## config.mk

```make
export PLATFORM = sky130hd
export DESIGN_NAME = mag_cmp_arbiter_flat
export DESIGN_NICKNAME = d
export VERILOG_FILES = /design/src/rtl/mag_cmp_pkg.sv /design/src/rtl/mag_cmp_arbiter_if.sv /design/src/rtl/magnitude_comparator.sv /design/src/rtl/mag_cmp_arbiter.sv /design/src/flat_wrapper.sv
export SDC_FILE = /design/constraint.sdc
export NUM_CORES = 1
export LEC_CHECK = 0
export BUFFER_PORTS_ARGS = -buffer_cell sky130_fd_sc_hd__buf_2
export CAP_MARGIN = 20
export CORE_UTILIZATION = 49
export DETAILED_ROUTE_END_ITERATION = 16
export PLACE_DENSITY_LB_ADDON = 0.25
export SLEW_MARGIN = 20
export SYNTH_ARGS = -nofsm -noshare
export SYNTH_HDL_FRONTEND = slang
export SYNTH_HIERARCHICAL = 1
export SYNTH_SLANG_ARGS = --single-unit
export TNS_END_PERCENT = 50
```

## constraint.sdc

```tcl
create_clock -name clk -period 3.3 [get_ports clk]
set_clock_uncertainty 0.1 [all_clocks]
set_input_delay 0 -clock clk [delete_from_list [all_inputs] [get_ports clk]]
set_output_delay 0 -clock clk [all_outputs]
set_load 0.05 [all_outputs]
```

## src/rtl/mag_cmp_pkg.sv

```systemverilog
// Shared types and helpers for the shared magnitude-comparator arbiter.
package mag_cmp_pkg;

  localparam int unsigned CMP_W   = 8;
  localparam int unsigned MAX_REQ = 8;
  localparam int unsigned PTR_W   = 3;

  typedef enum logic [1:0] {
    ST_IDLE,
    ST_CMP,
    ST_DONE
  } state_t;

  // Round-robin winner: first asserted req after ptr, wrapping modulo n.
  // Returns 0 when nothing is requested; callers qualify with |req.
  function automatic logic [PTR_W-1:0] rr_pick(
    input logic [MAX_REQ-1:0] req,
    input logic [PTR_W-1:0]   ptr,
    input int unsigned        n
  );
    logic [PTR_W-1:0] win;
    logic             found;
    int unsigned      idx;
    win   = '0;
    found = 1'b0;
    for (int unsigned k = 1; k <= MAX_REQ; k++) begin
      idx = ({29'd0, ptr} + k) % n;
      if (!found && (k <= n) && req[idx]) begin
        win   = idx[PTR_W-1:0];
        found = 1'b1;
      end
    end
    return win;
  endfunction

endpackage

```

## src/rtl/mag_cmp_arbiter_if.sv

```systemverilog
// Requester-side bus of mag_cmp_arbiter: req/gnt/done handshake, operands, result.
interface mag_cmp_arbiter_if #(
  parameter int unsigned NUM_REQ = 4,
  parameter int unsigned DATA_W  = 8
);

  logic [NUM_REQ-1:0]        req;
  logic [NUM_REQ*DATA_W-1:0] a_in;
  logic [NUM_REQ*DATA_W-1:0] b_in;
  logic [NUM_REQ-1:0]        gnt;
  logic [NUM_REQ-1:0]        done;
  logic                      lt;
  logic                      eq;
  logic                      gt;
  logic                      busy;
  logic [15:0]               stat_count;

  modport master (
    output req, a_in, b_in,
    input  gnt, done, lt, eq, gt, busy, stat_count
  );

  modport slave (
    input  req, a_in, b_in,
    output gnt, done, lt, eq, gt, busy, stat_count
  );

endinterface

```

## src/rtl/magnitude_comparator.sv

```systemverilog
// 8-bit unsigned magnitude comparator (combinational).
module magnitude_comparator (
  input  logic [7:0] a,
  input  logic [7:0] b,
  output logic       lt,
  output logic       eq,
  output logic       gt
);

  always_comb begin
    lt = (a < b);
    eq = (a == b);
    gt = (a > b);
  end

endmodule

```

## src/rtl/mag_cmp_arbiter.sv

```systemverilog
// Round-robin arbiter sharing one magnitude_comparator among NUM_REQ requesters.
// Optional completed-op counter on stat_count when MAG_ARB_STATS_EN is defined.
module mag_cmp_arbiter
  import mag_cmp_pkg::*;
#(
  parameter int unsigned NUM_REQ = 4,
  parameter int unsigned DATA_W  = 8
) (
  input logic          clk,
  input logic          rst_n,
  mag_cmp_arbiter_if.slave bus
);

  state_t             state_q;
  state_t             state_d;
  logic [PTR_W-1:0]   rr_ptr;
  logic [PTR_W-1:0]   owner;
  logic [PTR_W-1:0]   winner;
  logic [MAX_REQ-1:0] req_ext;
  logic               any_req;
  logic               arb;
  logic [CMP_W-1:0]   op_a;
  logic [CMP_W-1:0]   op_b;
  logic [DATA_W-1:0]  a_sel;
  logic [DATA_W-1:0]  b_sel;
  logic               cmp_lt;
  logic               cmp_eq;
  logic               cmp_gt;
  logic               lt_q;
  logic               eq_q;
  logic               gt_q;

  always_comb begin
    req_ext              = '0;
    req_ext[NUM_REQ-1:0] = bus.req;
  end

  assign any_req = |bus.req;
  assign arb     = any_req && ((state_q == ST_IDLE) || (state_q == ST_DONE));
  assign winner  = rr_pick(req_ext, rr_ptr, NUM_REQ);

  always_comb begin
    a_sel = '0;
    b_sel = '0;
    for (int unsigned i = 0; i < NUM_REQ; i++) begin
      if (winner == PTR_W'(i)) begin
        a_sel = bus.a_in[i*DATA_W +: DATA_W];
        b_sel = bus.b_in[i*DATA_W +: DATA_W];
      end
    end
  end

  always_ff @(posedge clk or negedge rst_n) begin
    if (!rst_n) state_q <= ST_IDLE;
    else        state_q <= state_d;
  end

  always_comb begin
    state_d = state_q;
    unique case (state_q)
      ST_IDLE: if (any_req) state_d = ST_CMP;
      ST_CMP:  state_d = ST_DONE;
      ST_DONE: state_d = any_req ? ST_CMP : ST_IDLE;
      default: state_d = ST_IDLE;
    endcase
  end

  // gnt/done decode from state and owner so they drop with reset immediately.
  always_comb begin
    bus.gnt  = '0;
    bus.done = '0;
    for (int unsigned i = 0; i < NUM_REQ; i++) begin
      bus.gnt[i]  = (state_q == ST_CMP)  && (owner == PTR_W'(i));
      bus.done[i] = (state_q == ST_DONE) && (owner == PTR_W'(i));
    end
    bus.busy = (state_q != ST_IDLE);
  end

  always_ff @(posedge clk or negedge rst_n) begin
    if (!rst_n) begin
      rr_ptr <= PTR_W'(NUM_REQ - 1);
      owner  <= '0;
      op_a   <= '0;
      op_b   <= '0;
    end else if (arb) begin
      rr_ptr <= winner;
      owner  <= winner;
      op_a   <= a_sel;
      op_b   <= b_sel;
    end
  end

  magnitude_comparator u_cmp (
    .a  (op_a),
    .b  (op_b),
    .lt (cmp_lt),
    .eq (cmp_eq),
    .gt (cmp_gt)
  );

  always_ff @(posedge clk or negedge rst_n) begin
    if (!rst_n) begin
      lt_q <= 1'b0;
      eq_q <= 1'b0;
      gt_q <= 1'b0;
    end else if (state_q == ST_CMP) begin
      lt_q <= cmp_lt;
      eq_q <= cmp_eq;
      gt_q <= cmp_gt;
    end
  end

  assign bus.lt = lt_q;
  assign bus.eq = eq_q;
  assign bus.gt = gt_q;

`ifdef MAG_ARB_STATS_EN
  logic [15:0] stat_q;

  always_ff @(posedge clk or negedge rst_n) begin
    if (!rst_n) stat_q <= '0;
    else if ((state_q == ST_DONE) && (stat_q != '1)) stat_q <= stat_q + 16'd1;
  end

  assign bus.stat_count = stat_q;
`else
  assign bus.stat_count = '0;
`endif

endmodule
```

## src/flat_wrapper.sv

```systemverilog
// flat-port wrapper written by rule: the top's interface ports become plain ports
module mag_cmp_arbiter_flat import mag_cmp_pkg::*;
#(
  parameter int unsigned NUM_REQ = 4,
  parameter int unsigned DATA_W  = 8
)
  (clk, rst_n, bus_req, bus_a_in, bus_b_in, bus_gnt, bus_done, bus_lt, bus_eq, bus_gt, bus_busy, bus_stat_count);
  mag_cmp_arbiter_if #(.NUM_REQ(NUM_REQ), .DATA_W(DATA_W)) bus_i ();
  input logic clk;
  input logic rst_n;
  input wire logic [$bits(bus_i.req)-1:0] bus_req;
  input wire logic [$bits(bus_i.a_in)-1:0] bus_a_in;
  input wire logic [$bits(bus_i.b_in)-1:0] bus_b_in;
  output wire logic [$bits(bus_i.gnt)-1:0] bus_gnt;
  output wire logic [$bits(bus_i.done)-1:0] bus_done;
  output wire logic [$bits(bus_i.lt)-1:0] bus_lt;
  output wire logic [$bits(bus_i.eq)-1:0] bus_eq;
  output wire logic [$bits(bus_i.gt)-1:0] bus_gt;
  output wire logic [$bits(bus_i.busy)-1:0] bus_busy;
  output wire logic [$bits(bus_i.stat_count)-1:0] bus_stat_count;
  assign bus_i.req = bus_req;
  assign bus_i.a_in = bus_a_in;
  assign bus_i.b_in = bus_b_in;
  assign bus_gnt = bus_i.gnt;
  assign bus_done = bus_i.done;
  assign bus_lt = bus_i.lt;
  assign bus_eq = bus_i.eq;
  assign bus_gt = bus_i.gt;
  assign bus_busy = bus_i.busy;
  assign bus_stat_count = bus_i.stat_count;
  mag_cmp_arbiter #(.NUM_REQ(NUM_REQ), .DATA_W(DATA_W)) u_core (.clk(clk), .rst_n(rst_n), .bus(bus_i));
endmodule
```

=== After elaboration in Yosys (flattened, before gate mapping) ===
Index checks and enable logic that the tools add are counted.

* Bits in registers: 26
* Output and inout port bits: 28
* Logic and storage cells: 75

* $add $sub $neg: 4
* $lt $le $gt $ge: 6
* Eq/ne operators: 10
* Multiplexer cells: 26
* Reductions and logical operators: 21

{| class="wikitable"
|+ Operators with widths
! cell !! count
|-
| 8-bit 2-to-1 mux || 8
|-
| 2-bit by 4-bit < comparator with 1-bit output (second input constant) || 4
|-
| 3-bit by 2-bit == test with 1-bit output (second input constant) || 4
|-
| 1-bit logical AND || 12
|-
| 3-bit 2-to-1 mux || 3
|-
| 1-bit binary-select mux with 2-bit select || 4
|-
| 8-bit == test || 1
|-
| 8-bit > comparator || 1
|-
| 8-bit < comparator || 1
|-
| 1-bit 2-to-1 mux || 8
|-
| 3-bit by 1-bit == test with 1-bit output (second input constant) || 2
|-
| 3-bit zero test || 2
|-
| 2-bit case mux with 3 select lines || 1
|-
| 2-bit by 1-bit adder with 2-bit output (second input constant) || 2
|-
| 2-bit adder (second input constant) || 2
|-
| 2-bit 2-to-1 mux || 2
|-
| 4-bit OR reduction || 1
|-
| 1-bit zero test || 3
|-
| 2-bit by 1-bit == test with 1-bit output (second input constant) || 1
|-
| 2-bit == test (second input constant) || 1
|-
| 2-bit zero test || 1
|-
| 2-bit by 1-bit != test with 1-bit output (second input constant) || 1
|-
| 2-bit nonzero test || 1
|-
| 1-bit logical OR || 1
|}

=== Logic depth before layout (Yosys ltp) ===
* Depth after elaboration: 18
* Depth in mapped cells: 8

=== By module ===
The synthesis kept the hierarchy.

{| class="wikitable"
|+ Modules (own cells, without submodules)
! module !! times used !! cells each !! area an instance (um2)
|-
| mag_cmp_arbiter || 1 || 165 || 1,636.6
|-
| magnitude_comparator || 1 || 29 || 225.2
|}

=== Worst setup path before layout ===
No wires, ideal clock.

* Kind: register -> output
* Start: reg u_core.state_q[1]
* End: out bus_gnt[0]
* Arrival: 1.723 ns
* Required time: 3.200 ns
* Path slack: 1.477 ns
* Cell stages (with the launch flop): 4
* Cell sequence: dfrtp_1 nand2b_1 clkbuf_1 nor3_1

* Cells in the longest elaborated chain, start to end: 2

{| class="wikitable"
|+ Ends and longest elaborated chain
! element !! RTL line !! source
|-
| start, declared || mag_cmp_arbiter.sv:14 || <nowiki>state_t state_q;</nowiki>
|-
| start signal, assigned || mag_cmp_arbiter.sv:55 || <nowiki>else state_q <= state_d;</nowiki>
|-
| 2-bit by 1-bit == test with 1-bit output || mag_cmp_arbiter.sv:73 || <nowiki>bus.gnt[i] = (state_q == ST_CMP) && (owner == PTR_W'(i));</nowiki>
|-
| 1-bit logical AND || mag_cmp_arbiter.sv:73 ||
|-
| end, declared || flat_wrapper.sv:14 || <nowiki>output wire logic [$bits(bus_i.gnt)-1:0] bus_gnt;</nowiki>
|}

Every way passes these cells.

=== Final worst setup path ===
* Start: reg u_core.rr_ptr[0]
* End: reg u_core.op_a[1]

* Cells in the longest elaborated chain, start to end: 18

{| class="wikitable"
|+ Ends and longest elaborated chain
! element !! RTL line !! source
|-
| start, declared || mag_cmp_arbiter.sv:16 || <nowiki>logic [PTR_W-1:0] rr_ptr;</nowiki>
|-
| start signal, assigned || mag_cmp_arbiter.sv:81 || <nowiki>rr_ptr <= PTR_W'(NUM_REQ - 1);</nowiki>
|-
| start signal, assigned || mag_cmp_arbiter.sv:86 || <nowiki>rr_ptr <= winner;</nowiki>
|-
| 2-bit by 1-bit adder with 2-bit output || mag_cmp_pkg.sv:27 || <nowiki>idx = ({29'd0, ptr} + k) % n;</nowiki>
|-
| 1-bit binary-select mux with 2-bit select || mag_cmp_pkg.sv:28 || <nowiki>if (!found && (k <= n) && req[idx]) begin</nowiki>
|-
| 1-bit 2-to-1 mux (implied by the code) || mag_cmp_pkg.sv:28 ||
|-
| 1-bit 2-to-1 mux || mag_cmp_pkg.sv:28 ||
|-
| 1-bit zero test || mag_cmp_pkg.sv:28 ||
|-
| 1-bit logical AND || mag_cmp_pkg.sv:28 ||
|-
| 1-bit 2-to-1 mux || mag_cmp_pkg.sv:28 ||
|-
| 1-bit zero test || mag_cmp_pkg.sv:28 ||
|-
| 1-bit logical AND || mag_cmp_pkg.sv:28 ||
|-
| 1-bit 2-to-1 mux || mag_cmp_pkg.sv:28 ||
|-
| 1-bit zero test || mag_cmp_pkg.sv:28 ||
|-
| 1-bit logical AND || mag_cmp_pkg.sv:28 ||
|-
| 3-bit 2-to-1 mux (*) || mag_cmp_pkg.sv:28 ||
|-
| 3-bit zero test || mag_cmp_arbiter.sv:46 || <nowiki>if (winner == PTR_W'(i)) begin</nowiki>
|-
| 8-bit 2-to-1 mux (3 in a row) || mag_cmp_arbiter.sv:46 ||
|-
| 8-bit 2-to-1 mux (*) || mag_cmp_arbiter.sv:46 ||
|-
| end signal, assigned || mag_cmp_arbiter.sv:88 || <nowiki>op_a <= a_sel;</nowiki>
|-
| end, declared || mag_cmp_arbiter.sv:22 || <nowiki>logic [CMP_W-1:0] op_a;</nowiki>
|}

Every way passes the cells marked *; elsewhere a longest branch is shown, timed or not. The select of a mux whose other input is x is not followed.
A chain may end at the register's enable or synchronous reset.

==> results.py <==
metrics = {
    "pwr": {
        "p_leak_nw": 1.46,
        "peakVddDrop_mv": 0.403,
        "swShare": 0.437,
        "power.share.combinational": 0.649,
        "power.internal_w": 0.00120,
        "power_density_mw_per_mm2": 766,
        "pwr-share-seq": 0.264,
        "p_sw_w": 0.000928,
        "p_clk_frac": 0.087,
    },
    "synthesis": {
        "syn-cell-area_mm2": 0.00186,
        "synthTopCellsByArea": "dfrtp_1 31%, mux2i_1 17%, buf_4 7.7%, nand2_1 6.5%, o221ai_2 6.5%",
        "avgSynthCellArea_um2": 9.60,
        "synth_enable_flop_cells": 0,
        "ys_seq_elements": 25,
        "ys_warn_count": 6,
        "yosysTopAreaCell": "dfrtp_1",
        "synthArstFlopShare": 1.00,
        "postSynthCellCount": 194,
        "synth_seq_area_share": 0.337,
        "synth_cell_types": 33,
        "netlist.area_leader.share": 0.309,
        "synth_common_cells": "32 x mux2i_1, 32 x nand2_1, 23 x dfrtp_1",
        "synth_ff_type": "dfrtp_1",
    },
    "worst_setup_path": {
        "worstPathCellList": "and2b_1, o21ai_1, o311ai_4, buf_6, mux2i_1, dlygate4sd3_1, o221ai_1, dlygate4sd3_1",
        "cpLargestDelayFamily": "buffers and inverters",
        "cp_slowest_stage_delay_ns": 0.61,
        "critPathBufInv": 3,
        "slowest_stage": "dlygate4sd3_1",
        "critPathKind": "reg2reg",
        "required_ns": 3.36,
        "critical_path_arrival_ns": 3.14,
        "start_kind": "flip-flop",
        "crit_top_cell": "dlygate4sd3_1",
        "endpoint_kind": "flip-flop",
        "crit_path_max_fanout": 24,
    },
    "layout": {
        "area_growth_pct": 48.9,
        "diodes": 0,
        "multiInputGateArea_mm2": 0.00107,
        "regArea_um2": 628,
        "stdcell_count": 370,
        "drive_above_1_share": 0.332,
        "fill_cells": 277,
        "fin_nets": 401,
        "utilization": 0.757,
    },
    "drt": {
        "post_drt_wl_per_cell_um": 13.6,
        "wl_um": 5050,
        "vias": 1863,
        "drt_iter0_markers": 61,
        "first_pass_iters": 4,
        "drtAntennaViolNets": 0,
        "avgViaCountPerCell": 5.04,
        "drc": 0,
    },
    "place": {
        "gp_congestion": 0.764,
        "dp.final_hpwl_um": 2890,
        "io_buffer_count": 81,
        "dp.cells": 314,
    },
    "grt": {
        "grt_util_all_layers": 0.260,
        "grt_pass1_wl_um": 8220,
        "first_global_vias": 1875,
        "grt_antenna_before_repair": 0,
        "overflow": 0,
        "grt_max_degree": 26,
    },
    "sta": {
        "rsz0062_at_grt": "false",
        "slew-limit-headroom": 0.411,
        "hold_violations": 0,
        "whs_ns": 0.137,
        "tns_ns": 0,
        "timing.final.crit_share": 0.931,
        "period_needed_ns": 3.07,
        "setup_viol": 0,
        "final_max_slew_viol_count": 0,
        "worstMarginPinSlew_ns": 0.883,
        "fmax_ghz": 0.325,
    },
    "run_status": {
        "status": "finished clean",
    },
    "flow_run": {
        "cap_violations": 0,
    },
    "floorplan": {
        "die_area_mm2": 0.00405,
        "ios": 98,
        "rows": 22,
        "die_y_um": 63.6,
        "die_w_um": 63.6,
        "core_mm2": 0.00366,
        "initial_core_util": 0.509,
    },
    "hold_path": {
        "min_path_type": "in2async",
    },
    "cts": {
        "h-tree-depth": 1,
        "clk_latency_ns": 0.27,
        "cts_max_path_buffers": 2,
        "cts_sinks": 25,
        "cts_tree": "built",
        "numCtsBuffers": 3,
        "path_clk_slew_ns": 0.10,
        "clock-root-buffer": "clkbuf_8",
    },
}
## state kept, by name (all words and copies together), names as in the netlist
register and cells:
u_core/bus.gt 1, u_core/owner 2, u_core/bus.lt 1, u_core/state_q 2, u_core/rr_ptr 2, u_core/op_b 8, u_core/bus.eq 1, u_core/op_a 8
## layout by cell type (no fill, tap or decap), types with 3 or more instances in the layout
cell           count
a21oi_1            3
buf_2             81
buf_4              3
clkbuf_8           3
conb_1            16
dfrtp_1           23
dlygate4sd3_1     49
ha_1               8
inv_1              8
mux2i_1           32
nand2_1           32
nand2b_1           6
nor2_1            18
o221ai_1           8
o221ai_2           8
## layout make-up
class | instances | share of cell area
inverters | 10 | 0.0135
clock inverters | 1 | 0.00181
clock buffers | 3 | 0.0149
well taps | 48 | 0.0217
multi-input cells | 149 | 0.386
flip-flops and latches | 25 | 0.227
repair buffers | 134 | 0.335
## worst reg2reg max path, stage by stage (launching register included)
cell and delay [ns]:
dfstp_2 0.54, and2b_1 0.19, o21ai_1 0.21, o311ai_4 0.17
buf_6 0.24, mux2i_1 0.19, dlygate4sd3_1 0.58, o221ai_1 0.13
dlygate4sd3_1 0.61
## stage by stage
stage / total power, W / setup WS (ns) / instance area [um2]
detailed placement: 0.00162 / 1.11 / 2210
global route: 0.00228 / 0.125 / 2770
CTS: 0.00204 / 0.0885 / 2750
global placement: 0.00160 / 1.13 / 2210
finish: 0.00212 / 0.227 / 2770
floorplan: 0.00145 / 1.48 / 1920
## logic make-up (layout without fill, tap and decap cells)
family	after synthesis	after routing	synth area share
adders and majority gates	8	8	0.0538
and+or+nand+nor	65	65	0.158
DFF	25	25	0.337
other	1	16	0.00201
AOI/OAI and AO/OA	28	28	0.159
buffers and inverters	35	148	0.118
muxes	32	32	0.172
## path summary, 6_finish.rpt
check	slack [ns]	to	depth (start not counted)	from
max	0.23	u_core/op_a[1]	8	u_core/rr_ptr[0]
min	0.14	u_core/op_b[7]	2	rst_n
max reg2reg	0.23	u_core/op_a[1]	8	u_core/rr_ptr[0]
min reg2reg	0.38	u_core/bus.eq	2	u_core/bus.eq
max in group asynchronous	2.58	u_core/bus.gt	2	rst_n
min in group clk	0.14	u_core/rr_ptr[0]	4	bus_req[0]
## what timing repair did
action / 4_1_cts / 5_1_grt
endpoints found under the hold margin: 41 / 0
buffers inserted: 0 / 3
gates resized for setup: 0 / 1
hold buffers: 49 / 0
endpoints found under the setup margin: 0 / 12
## layer usage
layer,track usage,part of all wire,up-vias
met2,0.511,0.54,72
met1,0.280,0.40,880
li1,-,-,903
met5,0,0,-
met4,0.0710,0.014,0
met3,0.0417,0.046,8
## power groups by stage
stage | Clock, W | Sequential [W] | Combinational [W]
floorplan | 0 | 0.000576 | 0.000871
global placement | 0 | 0.000557 | 0.00104
detailed placement | 0 | 0.000563 | 0.00106
CTS | 0.000187 | 0.000554 | 0.00130
global route | 0.000201 | 0.000577 | 0.00150
finish | 0.000184 | 0.000561 | 0.00138
Note: power is estimated with default switching activity, not from simulation.
